**config.mk**
```make
export PLATFORM = sky130hd
export DESIGN_NAME = ram_port_arbiter
export DESIGN_NICKNAME = d
export VERILOG_FILES = /design/src/rtl/ram_arb_pkg.sv /design/src/rtl/rr_arbiter.sv /design/src/rtl/ram_port_arbiter.sv
export SDC_FILE = /design/constraint.sdc
export NUM_CORES = 1
export LEC_CHECK = 0
export CAP_MARGIN = 20
export CORE_AREA = 2 2 115 117
export DETAILED_ROUTE_END_ITERATION = 8
export DIE_AREA = 0 0 117 119
export PLACE_DENSITY = 0.79
export SLEW_MARGIN = 40
export SYNTH_ARGS = -nofsm -noshare
export SYNTH_HDL_FRONTEND = slang
export SYNTH_SLANG_ARGS = --single-unit
```
**constraint.sdc**
```tcl
create_clock -name physical_clock -period 9 [get_ports physical_clock]
set_clock_uncertainty 0.05 [all_clocks]
set_input_delay 1.8 -clock physical_clock [delete_from_list [all_inputs] [get_ports physical_clock]]
set_output_delay 1.8 -clock physical_clock [all_outputs]
set_load 0.02 [all_outputs]
```
**src/rtl/ram_arb_pkg.sv**
```systemverilog
// Shared definitions for the RAM port-B arbiter: requester ids, FSM states, latency limit.
package ram_arb_pkg;

    localparam int unsigned REQ_DMA    = 0;
    localparam int unsigned REQ_STACK  = 1;
    localparam int unsigned REQ_PRAM   = 2;

    localparam int unsigned RD_LAT_MAX = 4;

    typedef enum logic {
        ARB    = 1'b0,
        LOCKED = 1'b1
    } arb_state_e;

endpackage

```
**src/rtl/rr_arbiter.sv**
```systemverilog
// Combinational round-robin arbiter: grants the first valid requester at or above ptr, wrapping.
module rr_arbiter #(
    parameter int unsigned N_REQ = 3,
    parameter int unsigned PTR_W = 2
) (
    input  logic [PTR_W-1:0] ptr,
    input  logic [N_REQ-1:0] valid,
    output logic [N_REQ-1:0] grant
);

    logic             found;
    logic [PTR_W-1:0] idx;

    always_comb begin
        grant = '0;
        found = 1'b0;
        idx   = '0;
        for (int unsigned k = 0; k < N_REQ; k++) begin
            idx = PTR_W'((32'(ptr) + k) % N_REQ);
            if (!found && valid[idx]) begin
                grant[idx] = 1'b1;
                found      = 1'b1;
            end
        end
    end

endmodule

```
**src/rtl/ram_port_arbiter.sv**
```systemverilog
// Round-robin sharing of RAM port B among DMA data, DMA stack and PRAM copy requesters.
// Optional grant locking is built when RAM_ARB_LOCK_EN is defined.
module ram_port_arbiter
    import ram_arb_pkg::*;
#(
    parameter int unsigned ADDR_W   = 16,
    parameter int unsigned DATA_W   = 32,
    parameter int unsigned N_REQ    = 3,
    parameter int unsigned RD_LAT   = 1,
    parameter int unsigned MAX_LOCK = 8
) (
    input  logic                      physical_clock,
    input  logic                      reset,
    input  logic [N_REQ-1:0]          req_valid,
    input  logic [N_REQ-1:0]          req_we,
    input  logic [N_REQ-1:0]          req_abs,
    input  logic [N_REQ-1:0]          req_lock,
    input  logic [N_REQ*ADDR_W-1:0]   req_addr,
    input  logic [N_REQ*DATA_W-1:0]   req_wdata,
    input  logic [ADDR_W-1:0]         base_k,
    output logic [N_REQ-1:0]          req_ready,
    output logic [N_REQ-1:0]          rsp_valid,
    output logic [DATA_W-1:0]         rsp_rdata,
    output logic [ADDR_W-1:0]         ram_addr,
    output logic [DATA_W-1:0]         ram_wdata,
    output logic                      ram_we,
    input  logic [DATA_W-1:0]         ram_rdata,
    output logic                      busy
);

    localparam int unsigned PTR_W = (N_REQ > 1) ? $clog2(N_REQ) : 1;

    if (RD_LAT < 1 || RD_LAT > RD_LAT_MAX || N_REQ <= REQ_PRAM || REQ_STACK == REQ_DMA) begin : g_bad_cfg
        $error("ram_port_arbiter: unsupported RD_LAT or N_REQ");
    end

    arb_state_e                  state_q, state_d;
    logic [PTR_W-1:0]            ptr_q, ptr_d, ptr_inc;
    logic [N_REQ-1:0]            valid_eff, grant;
    logic                        beat;
    logic [PTR_W-1:0]            g_idx;
    logic                        g_we, g_abs;
    logic [ADDR_W-1:0]           g_addr;
    logic [DATA_W-1:0]           g_wdata;
    logic [RD_LAT:0][N_REQ-1:0]  tags_q;

    rr_arbiter #(
        .N_REQ (N_REQ),
        .PTR_W (PTR_W)
    ) u_rr (
        .ptr   (ptr_q),
        .valid (valid_eff),
        .grant (grant)
    );

    assign req_ready = grant;
    assign beat      = |grant;

    always_comb begin
        g_idx   = '0;
        g_we    = 1'b0;
        g_abs   = 1'b0;
        g_addr  = '0;
        g_wdata = '0;
        for (int unsigned i = 0; i < N_REQ; i++) begin
            if (grant[i]) begin
                g_idx   = PTR_W'(i);
                g_we    = req_we[i];
                g_abs   = req_abs[i];
                g_addr  = req_addr[i*ADDR_W +: ADDR_W];
                g_wdata = req_wdata[i*DATA_W +: DATA_W];
            end
        end
    end

    assign ptr_inc = (g_idx == PTR_W'(N_REQ - 1)) ? '0 : g_idx + 1'b1;

`ifdef RAM_ARB_LOCK_EN
    localparam int unsigned LCNT_W = $clog2(MAX_LOCK + 1);

    logic [PTR_W-1:0]  owner_q, owner_d;
    logic [LCNT_W-1:0] lcnt_q, lcnt_d;
    logic              g_lock;

    always_comb begin
        g_lock = 1'b0;
        for (int unsigned i = 0; i < N_REQ; i++) begin
            if (grant[i]) g_lock = req_lock[i];
        end
    end

    // While locked, everyone but the owner is masked before arbitration.
    assign valid_eff = (state_q == LOCKED) ? (req_valid & (N_REQ'(1) << owner_q)) : req_valid;

    always_comb begin
        state_d = state_q;
        ptr_d   = ptr_q;
        owner_d = owner_q;
        lcnt_d  = lcnt_q;
        case (state_q)
            ARB: begin
                if (beat) begin
                    ptr_d = ptr_inc;
                    if (g_lock && MAX_LOCK > 1) begin
                        state_d = LOCKED;
                        owner_d = g_idx;
                        lcnt_d  = LCNT_W'(1);
                    end
                end
            end
            LOCKED: begin
                if (beat) begin
                    if (!g_lock || lcnt_q == LCNT_W'(MAX_LOCK - 1)) begin
                        state_d = ARB;
                        ptr_d   = ptr_inc;
                    end else begin
                        lcnt_d = lcnt_q + 1'b1;
                    end
                end
            end
            default: state_d = ARB;
        endcase
    end

    always_ff @(posedge physical_clock) begin
        if (reset) begin
            owner_q <= '0;
            lcnt_q  <= '0;
        end else begin
            owner_q <= owner_d;
            lcnt_q  <= lcnt_d;
        end
    end
`else
    logic unused_lock;
    assign unused_lock = ^req_lock ^ (MAX_LOCK != 0);
    assign valid_eff   = req_valid;

    always_comb begin
        state_d = ARB;
        ptr_d   = ptr_q;
        if (beat) ptr_d = ptr_inc;
    end
`endif

    always_ff @(posedge physical_clock) begin
        if (reset) begin
            state_q   <= ARB;
            ptr_q     <= '0;
            ram_addr  <= '0;
            ram_wdata <= '0;
            ram_we    <= 1'b0;
            tags_q    <= '0;
        end else begin
            state_q <= state_d;
            ptr_q   <= ptr_d;
            if (beat) begin
                ram_addr  <= g_abs ? g_addr : g_addr + base_k;
                ram_we    <= g_we;
                ram_wdata <= g_we ? g_wdata : '0;
            end else begin
                ram_we <= 1'b0;
            end
            // Stage RD_LAT lines up with ram_rdata for the read issued RD_LAT+1 cycles earlier.
            tags_q[0] <= (beat && !g_we) ? grant : '0;
            for (int unsigned s = 1; s <= RD_LAT; s++) begin
                tags_q[s] <= tags_q[s-1];
            end
        end
    end

    assign rsp_valid = tags_q[RD_LAT];
    assign rsp_rdata = (|rsp_valid) ? ram_rdata : '0;
    assign busy      = (|tags_q) | (state_q == LOCKED);

endmodule
```
======== Word level (Yosys, flattened, before mapping) ========
Cells that the tools add are included.
word-level totals
  flip-flop bits (word level) ............. 57
  input bits .............................. 206
  output and inout bits ................... 88
  word-level logic and storage cells ...... 73
operators by class
  $add $sub $neg .......................... 4
  divide/modulo/power cells ............... 3
  $lt $le $gt $ge ......................... 6
  equal/unequal tests ..................... 1
  muxes and demuxes ....................... 35
  bitwise gates (word level) .............. 4
  reductions and logical operators ........ 14
operator list
  cell                   number
  $mux 32                5
  $mod 32x2->32 const B  2
  $mux 16                4
  $mod 2x2->32 const B   1
  $add 16x16->16         1
  $mux 1                 15
  $lt 2x3->1 const B     3
  $mux 3                 3
  $bmux 1 s2             3
  $demux 1 s2            3
  $ge 2x1->1 const B     3
  $logic_and 1x1->1      6
  $or 3x3->3             2
  $reduce_or 3->1        2
  $reduce_or 6->1        1
  $mux 2                 2
  $reduce_or 2->1        2
  $add 2x1->3 const B    1
  $add 2x2->3 const B    1
  $logic_not 1->1        3
  $add 2x1->2 const B    1
  $eq 2x2->1 const B     1
  $not 1->1              2

======== Depth between registers and ports, before layout ========
  word-level depth ........................ 17
  mapped depth ............................ 23
  mapped depth without buffers ............ 21

======== Cells and area by module ========
A second synthesis with hierarchy kept.
second synthesis, totals
  cell total of the unflattened synthesis .. 533
  area, all modules ....................... 4217.8 µm²
by module, submodules not included
  module            instances  cells each  area each (µm²)  seq. area each (µm²)
  ram_port_arbiter  1          497         3945.0           1141.1
  rr_arbiter        1          36          272.8            0.0

======== Worst setup path after synthesis ========
No wires, ideal clock.
  path type ............................... input-to-reg
  start point ............................. input req_valid[2]
  end point ............................... register ram_addr[12]
  library setup time ...................... 0.091 ns
  arrival ................................. 5.244 ns
  data required time ...................... 8.859 ns
  slack ................................... 3.615 ns
  stages .................................. 20
  path buffers ............................ 2
  cell sequence ........................... mux2_2 > a41oi_1 > o21ai_1 > a21oi_2 > or2_1 > buf_4 > buf_2 > o211ai_1 > o21a_1 > ha_1 > inv_1 > fa_1 > nand2b_1 > a21oi_1 > a211oi_1 > o31ai_1 > o41ai_1 > xnor2_1 > nand2_1 > a311oi_1
on the way
  cells in the longest elaborated chain, start to end .. 14
  elaborated cells between the ends (all ways) .. 26
  classes of those cells .................. add/sub: 1; mux: 18; bitwise: 2; reduce/logical: 5
RTL lines
  what                          line                     text
  from (decl)                   ram_port_arbiter.sv:14   input logic [N_REQ-1:0] req_valid,
  $bmux 1 s2                    rr_arbiter.sv:20         if (!found && valid[idx]) begin
  $mux 1 (implied by the code)  rr_arbiter.sv:20
  $mux 1                        rr_arbiter.sv:20
  $logic_not 1->1               rr_arbiter.sv:20
  $logic_and 1x1->1             rr_arbiter.sv:20
  $mux 1                        rr_arbiter.sv:20
  $logic_not 1->1               rr_arbiter.sv:20
  $logic_and 1x1->1             rr_arbiter.sv:20
  $mux 3 (*)                    rr_arbiter.sv:20
  $mux 16 (3 in series)         ram_port_arbiter.sv:66   if (grant[i]) begin
  $add 16x16->16                ram_port_arbiter.sv:158  ram_addr <= g_abs ? g_addr : g_addr + base_k;
  $mux 16                       ram_port_arbiter.sv:158
  to (signal assigned)          ram_port_arbiter.sv:158
  to (decl)                     ram_port_arbiter.sv:24   output logic [ADDR_W-1:0] ram_addr,
Every way passes the cells marked *; elsewhere a longest branch is shown, timed or not. The select of a mux whose other input is x is not followed.
A chain may end at the register's enable or synchronous reset.

======== Worst setup path after layout ========
  start point ............................. input req_valid[1]
  end point ............................... output req_ready[1]
on the way
  cells in the longest elaborated chain, start to end .. 9
  elaborated cells between the ends (all ways) .. 17
  classes of those cells .................. mux: 11; bitwise: 2; reduce/logical: 4
RTL lines
  what                          line                    text
  $bmux 1 s2                    rr_arbiter.sv:20
  $mux 1 (implied by the code)  rr_arbiter.sv:20
  $mux 1                        rr_arbiter.sv:20
  $logic_not 1->1               rr_arbiter.sv:20
  $logic_and 1x1->1             rr_arbiter.sv:20
  $mux 1                        rr_arbiter.sv:20
  $logic_not 1->1               rr_arbiter.sv:20
  $logic_and 1x1->1             rr_arbiter.sv:20
  $mux 3 (*)                    rr_arbiter.sv:20
  to (decl)                     ram_port_arbiter.sv:21  output logic [N_REQ-1:0] req_ready,
Marked as above.

==> flow_summary_export.csv <==
group,metric,value,unit
synth,yosysWarnings,0,
worst_hold_path,min-delay-start,"ram_wdata[27]",
critical_path,r2r_start,"ptr_q[1]",
global_route,gr-max-usage-layer,"met2",
place,port_buffers,290,
sta,hold_violations,0,
sta,clock.fmax,143,MHz
critical_path,reg2reg_slack,3.37,ns
detailed_routing,drcViolationCount,0,
synth,synth-compound-area-share,27.3,%
global_route,grtUsageMet2,42.5,%
final_layout,fillCellCount,1191,
detailed_routing,ant_nets,0,
detailed_routing,wire_per_inst,17.0,um
synth,synth-adder-area-share,6.42,%
synth,ys_seq_area_share,25.9,%
synth,synthesis.nets,846,
critical_path,r2r_end,"ram_addr[12]",
critical_path,worstRegToRegCells,21,
clock_tree,cts.clk_slew.worst_paths,0.05,ns
sta,maxSlewHeadroom,55.5,%
floorplanning,design.die.area,13900,um2
clock_tree,clock_latency,0.33,ns
final_layout,nNetsFinal,1108,
global_route,grt_max_degree,63,
synth,ys_ff_latch,57,
critical_path,cp_max_fo,47,
floorplanning,boundaryPins,294,
worst_hold_path,whs_endpoint,"ram_wdata[27]",
place,gp_congestion,0.888,
clock_tree,cts_buffers,9,
synth,synthXorXnorAreaFrac,2.58,%
synth,synth_edf_count,0,
detailed_routing,via_per_inst,5.16,
critical_path,cp-start-kind,"input pin",
outcome,outcome,"finished clean",
pwr,p_leak,2.92,nW
pwr,powerDensity,399,nW/um2
clock_tree,clockBufferDepth,2,
sta,final.min_clock_period,7.00,ns
sta,slew_viol_final,0,
synth,yosysUniqueCellTypes,63,
sta,tightest_slew,0.659,ns
floorplanning,initial_utilization,34.2,%
global_route,grt_pass1_vias,5044,
detailed_routing,drtIter0Drc,295,
global_route,grt_pass1_wl,26.4,mm
detailed_routing,wl,18.0,mm
worst_hold_path,hold_path.class,"register to register",
place,post-dp-hpwl,13.6,mm
clock_tree,tritoncts,"built",
global_route,overflow,0,
synth,syn_avg_cell_area,7.13,um2
synth,synthMuxAreaShare,2.58,%
sta,tns,0,ns
floorplanning,die_w,117,um
sta,period_share,77.8,%
worst_hold_path,hold-path-cell-count,2,
critical_path,critical_path_class,"input pin to primary output",
synth,syn_area,4410,um2
synth,synthArstFlopShare,0,%
critical_path,arrival,5.15,ns
sta,rsz0062_at_grt,"no",
synth,synth_top_family_by_area,"simple AND/OR/NAND/NOR gates",
clock_tree,cts_resized,0,
clock_tree,cts-root-buf,"clkbuf_16",
critical_path,required,7.15,ns
pwr,ir_drop,235,uV
floorplanning,placementRows,42,
final_layout,n_antenna_cell,0,
synth,synth-simple-area-share,28.4,%
run,maxCapViolCount,0,
clock_tree,post-cts-setup-buffer-count,0,
final_layout,area_growth,74.0,%
clock_tree,cts.hold.buffers_added,0,
floorplanning,core_area,12900,um2
detailed_routing,drt_pass1_iterations,7,
clock_tree,h-tree-depth,3,
floorplanning,die_y,119,um
global_route,track_usage,24.7,%
critical_path,cp-end-kind,"primary output",
detailed_routing,dr_total_vias,5468,
global_route,grtUsageMet1,29.7,%
place,post-place-ws,1.90,ns
clock_tree,cts.sinks,57,
final_layout,drive_gt1_share,4.64,%
global_route,antenna_found_initial,0,
sta,setup_slack,2.00,ns
global_route,gr-usage-met3,4.94,%
sta,setup_viol,0,
synth,synth_ff_type,"dfxtp_1",
synth,synthCells,618,
[synthesized netlist by cell type, drive strengths merged (3+ instances only)]
library cell  instances  area [um2]
ha                   21         263
nand2b                7        43.8
inv                  15        56.3
a211oi                9        67.6
nor2b                36         225
mux2i                 9         103
a21o                  3        22.5
buf                  21         140
nor4                  4        40.0
a31o                  3        26.3
a31oi                 7        43.8
o211a                 3        30.0
and2                  3        21.3
xnor2                11        96.3
nand3                22         120
nor3                 10        50.1
nand2               133         499
clkbuf               25        96.3
nor2                 32         120
or2                   4        25.0
o21ai                78         390
a32oi                 4        35.0
a21oi                19        98.9
nand4                 3        18.8
or3                   8        50.1
dfxtp                57        1140
o211ai               43         328
[placed cells by master (no fill, tap or decap), types with 4 or more instances in the layout]
cell and instances:
a211oi_1 9, a21oi_1 18, a31oi_1 7, a32oi_1 4, buf_4 7, clkbuf_16 9
clkdlybuf4s50_1 290, clkinv_2 4, dfxtp_1 57, ha_1 21, inv_1 13, mux2i_1 8
nand2_1 133, nand2b_1 7, nand3_1 19, nor2_1 32, nor2b_1 36, nor3_1 9
o211ai_1 42, o21ai_0 73, o21ai_1 5, or2_2 4, or3_1 8, xnor2_1 11
[cell type report]
cell class / count / area [um2] / area share, %
multi-input combinational: 499 / 2980 / 38.8
timing repair buffer: 297 / 2960 / 38.6
sequential: 57 / 1140 / 14.9
clock buffer: 9 / 225 / 2.94
tap: 176 / 220 / 2.87
clock inverter: 6 / 83.8 / 1.09
inverter: 16 / 61.3 / 0.800
[sequential cells by signal (all words and copies together), names as in the netlist]
signal and count:
tags_q 3, ptr_q 2, ram_wdata 32, ram_we 1
ram_addr 16, rsp_valid 3
[how the worst max path moves through the flow]
stage	start	to	slack (ns)	depth (start not counted)
3_3_place_gp	req_valid[1]	ram_addr[15]	1.91	19
5_1_grt	req_valid[1]	ram_addr[12]	1.57	20
3_5_place_dp	req_valid[1]	ram_addr[15]	1.90	19
6_report	req_valid[1]	req_ready[1]	2.00	8
4_1_cts	req_valid[1]	req_ready[1]	1.99	8
2_1_floorplan	req_valid[2]	ram_addr[12]	3.62	20
[through the flow]
step           cell area, um2  power [mW]  utilization, %  hold WS (ns)  std cells
4_1_cts                  7660        3.08            59.5         0.396       1060
2_1_floorplan            4410        1.98               -         0.389        618
6_report                 7660        3.06            59.5         0.392       1060
5_1_grt                  7660        3.31            59.5         0.413       1060
3_5_place_dp             7350        2.69            57.1         0.388       1045
3_3_place_gp             7350        2.65            57.1         0.383       1045
[layer usage]
layer,vias to the layer above,wire [um],share of wire (%)
li1,2706,-,-
met1,2504,7380,41
met2,222,8800,49
met3,36,1340,7.4
met4,0,476,2.6
met5,-,0,0
[power breakdown]
group / internal (mW) / leakage, nW / switching [mW] / total (mW)
combinational: 0.946 / 2.30 / 1.32 / 2.27
sequential: 0.372 / 0.467 / 0.0550 / 0.427
clock: 0.239 / 0.155 / 0.126 / 0.365
[worst max-delay path, stage by stage]
cell             delay (ns)
clkdlybuf4s50_1        0.51
mux2i_1                0.23
o22a_4                 0.22
nand2b_1               0.26
and2_4                 0.57
clkinv_2               0.49
buf_4                  0.41
clkdlybuf4s50_1        0.59
[cells by family (layout without fill, tap and decap cells)]
group                      after synthesis  in the layout
and+or+nand+nor                        267            267
AOI/OAI and AO/OA                      187            187
buffers and inverters                   62            328
DFF                                     57             57
adders and majority gates               22             22
xor gates and xnor gates                13             13
muxes                                   10             10
(Power assumes the default switching activity.)
